### src/rtl/cdb_rr_arbiter.sv
// Common-data-bus arbiter: one maximum-priority channel plus N_REQ ordinary
// channels arbitrated round-robin (or fixed priority), feeding a single
// registered output slot with valid/ready backpressure and a synchronous flush.
module cdb_rr_arbiter #(
  parameter int N_REQ       = 4,
  parameter int DATA_W      = 64,
  parameter int ROUND_ROBIN = 1
) (
  input  logic                      clk_i,
  input  logic                      rst_n_i,
  input  logic                      flush_i,
  input  logic                      max_prio_valid_i,
  input  logic [DATA_W-1:0]         max_prio_data_i,
  output logic                      max_prio_ready_o,
  input  logic [N_REQ-1:0]          valid_i,
  input  logic [N_REQ*DATA_W-1:0]   data_i,
  output logic [N_REQ-1:0]          ready_o,
  output logic                      cdb_valid_o,
  input  logic                      cdb_ready_i,
  output logic [DATA_W-1:0]         cdb_data_o,
  output logic [$clog2(N_REQ+1)-1:0] cdb_src_o
);

  localparam int PTR_W = (N_REQ > 1) ? $clog2(N_REQ) : 1;
  localparam int SRC_W = $clog2(N_REQ + 1);

  logic [PTR_W-1:0]  ptr_q, ptr_d;
  logic              cdb_valid_q, cdb_valid_d;
  logic [DATA_W-1:0] cdb_data_q, cdb_data_d;
  logic [SRC_W-1:0]  cdb_src_q, cdb_src_d;

  logic              load_en;
  logic              any_valid;
  logic [PTR_W-1:0]  grant_idx;
  logic [DATA_W-1:0] ord_data;
  logic              mp_xfer;
  logic              ord_xfer;

  // The slot can accept a new entry when empty or being drained this cycle;
  // a flush blocks every transfer.
  assign load_en = (!cdb_valid_q || cdb_ready_i) && !flush_i;

  // Pick the ordinary-channel candidate: first requester at or after ptr_q
  // (round-robin) or lowest requesting index (fixed). Scanning from the far
  // end down lets the nearest requester overwrite earlier matches.
  always_comb begin
    int               idx;
    logic [PTR_W-1:0] idx_v;
    grant_idx = '0;
    idx       = 0;
    idx_v     = '0;
    any_valid = |valid_i;
    for (int k = N_REQ - 1; k >= 0; k--) begin
      if (ROUND_ROBIN != 0) begin
        idx = int'(ptr_q) + k;
        if (idx >= N_REQ) idx = idx - N_REQ;
      end else begin
        idx = k;
      end
      idx_v = PTR_W'(idx);
      if (valid_i[idx_v]) grant_idx = idx_v;
    end
  end

  // Payload of the arbitrated ordinary channel.
  assign ord_data = data_i[int'(grant_idx)*DATA_W +: DATA_W];

  // Combinational handshakes: max-priority ready tracks load_en on its own,
  // an ordinary channel only gets ready when max-priority is idle.
  always_comb begin
    ready_o          = '0;
    max_prio_ready_o = load_en;
    mp_xfer          = max_prio_valid_i && load_en;
    ord_xfer         = !max_prio_valid_i && any_valid && load_en;
    if (ord_xfer) ready_o[grant_idx] = 1'b1;
  end

  // Next state for the output slot and the round-robin pointer.
  always_comb begin
    cdb_valid_d = cdb_valid_q;
    cdb_data_d  = cdb_data_q;
    cdb_src_d   = cdb_src_q;
    ptr_d       = ptr_q;
    if (flush_i) begin
      cdb_valid_d = 1'b0;
      ptr_d       = '0;
    end else if (mp_xfer) begin
      cdb_valid_d = 1'b1;
      cdb_data_d  = max_prio_data_i;
      cdb_src_d   = '0;
    end else if (ord_xfer) begin
      cdb_valid_d = 1'b1;
      cdb_data_d  = ord_data;
      cdb_src_d   = SRC_W'(grant_idx) + SRC_W'(1);
      if (ROUND_ROBIN != 0) begin
        if (grant_idx == PTR_W'(N_REQ - 1)) ptr_d = '0;
        else                                ptr_d = grant_idx + PTR_W'(1);
      end else begin
        ptr_d = '0;
      end
    end else if (cdb_ready_i) begin
      cdb_valid_d = 1'b0;
    end
  end

  // State registers with asynchronous active-low reset.
  always_ff @(posedge clk_i or negedge rst_n_i) begin
    if (!rst_n_i) begin
      cdb_valid_q <= 1'b0;
      cdb_data_q  <= '0;
      cdb_src_q   <= '0;
      ptr_q       <= '0;
    end else begin
      cdb_valid_q <= cdb_valid_d;
      cdb_data_q  <= cdb_data_d;
      cdb_src_q   <= cdb_src_d;
      ptr_q       <= ptr_d;
    end
  end

  assign cdb_valid_o = cdb_valid_q;
  assign cdb_data_o  = cdb_data_q;
  assign cdb_src_o   = cdb_src_q;

endmodule
### config.mk
export PLATFORM = sky130hd
export DESIGN_NAME = cdb_rr_arbiter
export DESIGN_NICKNAME = d
export VERILOG_FILES = /design/src/rtl/cdb_rr_arbiter.sv
export SDC_FILE = /design/constraint.sdc
export NUM_CORES = 1
export LEC_CHECK = 0
export ABC_AREA = 0
export CORE_AREA = 2 2 154 156
export CTS_BUF_LIST = sky130_fd_sc_hd__clkbuf_2
export DETAILED_ROUTE_END_ITERATION = 6
export DIE_AREA = 0 0 156 158
export GPL_TIMING_DRIVEN = 1
export RECOVER_POWER = 50
export SETUP_SLACK_MARGIN = 0.15
export SYNTH_ARGS = -nofsm -noshare
export SYNTH_HDL_FRONTEND = slang
export SYNTH_SLANG_ARGS = --single-unit
### constraint.sdc
create_clock -name clk_i -period 3 [get_ports clk_i]
set_input_delay 0.6 -clock clk_i [delete_from_list [all_inputs] [get_ports clk_i]]
set_output_delay 0.6 -clock clk_i [all_outputs]
set_load 0.01 [all_outputs]
# Yosys cells after proc, flatten, opt, wreduce, memory -nomap -nowiden
# Index checks and enable logic that the tools add are counted.
# word_totals
elab_cells	73
output_inout_bits	73
reg_bits	70
# classes
reduce_logical	15
magnitude_cmp	10
n_shift	1
eq_ne	2
muxes	31
bitwise	1
add_sub_neg	9
# ops
operator	count
$shiftx A256 B9 Y64	1
$mux W64	2
$mux W2	12
$lt A2 B3 Y1 const B	5
$ge A3 B3 Y1 const B	3
$mux W1	9
$bmux W1 S2	4
$sub A2 B1 Y2 const B	4
$add A2 B1 Y3 const B	2
$add A2 B2 Y3 const B	2
$mux W3	2
$logic_and A1 B1 Y1	5
$mux W4	1
$reduce_and A2 Y1	2
$reduce_bool A2 Y1	2
$reduce_bool A4 Y1	1
$reduce_or A4 Y1	1
$ge A2 B3 Y1 const B	1
$logic_not A1 Y1	3
$add A2 B1 Y2 const B	1
$demux W1 S2	1
$eq A2 B2 Y1 const B	1
$ge A2 B1 Y1 const B	1
$ne A2 B2 Y1 const B	1
other kinds (2)	2

# Logic depth before layout (Yosys ltp)
# logic_depth
word_depth	14
depth_mapped	10
depth_no_buf	7

# Least setup slack after synthesis
# No wires, ideal clock.
# synth_timing
kind	input to output
start	input valid_i[1]
end	output ready_o[0]
slack_ns	0.497
path_stages	6
t_arrival_ns	1.903
t_required_ns	2.400
cell_sequence	nor2_1 > a311o_1 > clkbuf_1 > nor2_1 > clkbuf_1 > and2_1
# synth_via
elab_chain_cells	11
elab_cells_between_ends	21
classes_between	order compare (2); mux (15); reduce/logical (4)
# synth_lines
element	line	text
from (decl)	15	input logic [N_REQ-1:0] valid_i,
$bmux W1 S2	61	if (valid_i[idx_v]) grant_idx = idx_v;
$mux W1 (not written as such)	61	
$mux W2 (4 in a row)	61	
$lt A2 B3 Y1 (not written as such) / $ge A2 B1 Y1 (equally long branches)	75	if (ord_xfer) ready_o[grant_idx] = 1'b1;
$logic_and A1 B1 Y1 (not written as such)	75	
$mux W1 (not written as such)	75	
$demux W1 S2	75	
$mux W4 *	75	
to (decl)	17	output logic [N_REQ-1:0] ready_o,
# Every way passes the cells marked *; elsewhere a longest branch is shown, timed or not. The select of a mux whose other input is x is not followed.

# Final worst setup path
# layout_timing
start	input valid_i[2]
end	register cdb_data_q[16], in the netlist cdb_data_o[16]
# layout_via
elab_chain_cells	9
elab_cells_between_ends	20
classes_between	shift (1); mux (14); reduce/logical (5)
# layout_lines
element	line	text
$bmux W1 S2	61	
$mux W1 (not written as such)	61	
$mux W2 (4 in a row)	61	
$shiftx A256 B9 Y64	66	assign ord_data = data_i[int'(grant_idx)*DATA_W +: DATA_W];
$mux W64	91	end else if (ord_xfer) begin
$mux W64	87	end else if (mp_xfer) begin
to (signal assigned)	115	cdb_data_q <= cdb_data_d;
to (decl)	29	logic [DATA_W-1:0] cdb_data_q, cdb_data_d;
# Parallel ways exist; a longest one is shown, timed or not. The select of a mux whose other input is x is not followed.
# A chain may end at the register's enable or synchronous reset.

==> results.md <==
* Outcome: finished with violations
* Synth Area in Adders at 1.071%
* Tcrit/Tclk final at 94.59%
* Later-pin clock latency in the skew report at 0.51 ns
* CORE AREA at 23050 um^2
* Synthesized area at 4672 um^2
* GRT Util Overall at 16.30%
* Die Ht at 158 um
* Post-synthesis compound-gate area fraction at 24.16%
* Mean routed wirelength per cell at 20.42 um
* Initial antenna violation count at 1
* Layout cells sized above 1 at 16.30%
* Max Fclk at 352.4 MHz
* CP startpoint kind: primary input
* Minimum clock period at 2.838 ns
* Fin Clk Skew at 0.03199 ns
* RSZ-0062 raised after global routing: yes
* Worst-path fanout max at 68
* Multi-input gate area at 2823 um^2
* Required @ worst endpoint at 3.43 ns
* Yosys cell types at 25
* Die area at 24650 um^2
* Setup-failing EPs final at 0
* Critical path's slowest cell: clkbuf_2
* Hold Vio Cnt, Final at 0
* DR vias at 4834
* CP Capture Type: flop
* Top cells by area, synth: dfrtp_1 37%, mux4_2 31%, a22o_1 13%, a21o_1 10%, clkbuf_1 1.8%
* CTS H-tree depth at 3
* Layout area overhead at 96.89%
* CTS tree: yes
* Synth Area in XOR/XNOR at 0%
* Actual slew at the worst max-slew pin at 1.925 ns
* Synth Area per Inst at 13.86 um^2
* Pleak at 3.920 nW
* GR Overflow Total at 0
* Crit path DAT at 3.27 ns
* Io pins at 402
* Max Slew Vio Count at 140
* Synth area leader: dfrtp_1
* Drt via density at 4.707
* Cts hold-fix bufs at 0
* Drt total wl at 20980 um
* Synth warnings at 0
* Num CTS Buffers at 9
* Min-delay worst type: reg -> reg
* Maximum vdd ir drop at 0.0002320 V
* Port Buf Inserts at 401
* First-pass GRT wire length at 30150 um
* Top-count cell post-synth: dfrtp_1
* Vias in the first global route at 5018
* Number of routed nets with antenna violations at 0
* Reg clk slew, reported paths at 0.21 ns
* Synthesized flop and latch total at 70
* Failing checks: max-capacitance violations, max-slew violations
* Simple-gate share of the synthesized area at 2.062%
* Worst-case clock buffer depth at 2
* Initial Util at 20.27%
* DRC Markers at 0
* Register-to-register setup slack at 0.34 ns
* Register area at 1754 um^2
* Cell family with most CP delay: buffers and inverters
* Clock sinks at 70
* Top cells by instance count after synthesis: 70 x dfrtp_1, 68 x a22o_1, 65 x a21o_1
* Crit-path cells: dlygate4sd3_1, nor2_1, a311o_2, clkbuf_2, a22o_1, a21o_1
* Mux cell area share after synthesis at 31.07%
* Max_cap viols at 2
* Syn nets at 670
* Post-Syn Instances at 337
* Synth Flop Type: dfrtp_1
* Dpl ws at -0.2204 ns
* TritonRoute pass-1 iters at 4
* Buf/Inv on CP at 2
* Max_slew headroom at -28.35%
* Worst Setup Path Type: in -> reg
* Async S/R FF share, synth at 100.0%
* Post-synth EDFFs at 0
* Seq/Total Area, Yosys at 37.49%
* DRT iter0 DRCs at 190
* Root Buffer: clkbuf_2
* Pwr/cell area at 420.7 nW/um^2
* Gpl congestion at 0.7632
* Post-synth top area share at 37.49%
* Nets at 1066
* Largest family of logic cells by synthesized area: multiplexers
* Fill count at 2309
* Chip Width at 156 um
* Hold WS at 0.5059 ns
* Max stage delay on crit path at 1.19 ns
* Largest net degree at the start of global routing at 71
* Rows at 56
* Final WS setup at 0.1624 ns
* Detailed Place HPWL at 16050 um
## per-stage QoR
step	util (%)	cells	TNS (ns)	total power, mW	cell area [um^2]
global route	39.90	1027	0	4.138	9199
global placement	39.03	1004	-5.827	3.436	8996
CTS	39.42	1022	0	3.942	9087
detailed placement	39.03	1004	-7.669	3.444	8996
finish	39.90	1027	0	3.870	9199
floorplan	-	337	0	2.331	4672
## metal layers
metal | up-vias | track usage (%) | routed length (um)
met4 | 0 | 4.019 | 311
met5 | - | 0 | 0
met1 | 2374 | 18.68 | 7888
met2 | 259 | 28.70 | 10570
met3 | 15 | 6.214 | 2211
li1 | 2186 | - | -
## final timing paths
check	start	end	depth (start not counted)
hold / removal	cdb_src_o[2]	cdb_src_o[2]	1
setup reg to reg	cdb_valid_o	cdb_data_o[16]	5
min in group asynchronous	rst_n_i	cdb_src_o[1]	1
max in group asynchronous	rst_n_i	ptr_q[0]	1
setup / recovery	valid_i[2]	cdb_data_o[16]	6
hold reg to reg	cdb_src_o[2]	cdb_src_o[2]	1
## flip-flops by register name (all words and copies together), names as in the netlist
| signal | flops |
|---|---|
| cdb_valid_o | 1 |
| cdb_data_o | 64 |
| ptr_q | 2 |
| cdb_src_o | 3 |
## area by class of cell
| type | count | share of cell area (%) |
|---|---|---|
| antenna | 1 | 0.02720 |
| timing repair buffer | 422 | 45.36 |
| inverter | 4 | 0.1904 |
| clock buffer | 10 | 0.5441 |
| tap | 290 | 3.945 |
| clock inverter | 4 | 0.1768 |
| multi-input combinational | 226 | 30.69 |
| sequential | 70 | 19.07 |
## worst reg2reg max path: cells and delay by family (launching register included)
kind / cells / cell delay, ns
AOI/OAI and AO/OA: 3 / 1.07
buffers and inverters: 1 / 0.87
DFF: 1 / 0.44
and+or+nand+nor: 1 / 0.16
## cells by family after synthesis
logic type	after synthesis
AO/OA/AOI/OAI	138
flip-flops	70
multiplexers	65
buffers and inverters	41
AND/OR/NAND/NOR	19
adder cells (fa/ha/maj)	4
## layout by cell type, fill, tap and decap left out, drive strengths merged, types with 2 or more instances in the layout
cell type and n:
inv 4, a21boi 2, mux4 64, buf 24, clkdlybuf4s50 359, a21o 65, ha 4, a22o 68
clkbuf 12, nand2 3, and2 4, dfrtp 70, dlygate4sd3 34, nor2 6, nand2b 2, dlygate4sd2 2
clkinv 4
## timing repair
item / 4_1_cts / 5_1_grt
buffers inserted: 4 / 4
pin swaps: 1 / 4
resized for setup: 25 / 16
endpoints found under the setup margin: 4 / 4
hold endpoints to repair: 0 / 0
## report_power, final
group          leakage, nW  internal, mW  total, mW  switching, mW
logic                 3.03          1.35       2.14          0.785
clock network       0.0502        0.0947      0.441          0.346
registers            0.837          1.16       1.29          0.128
(Power assumes the default switching activity.)
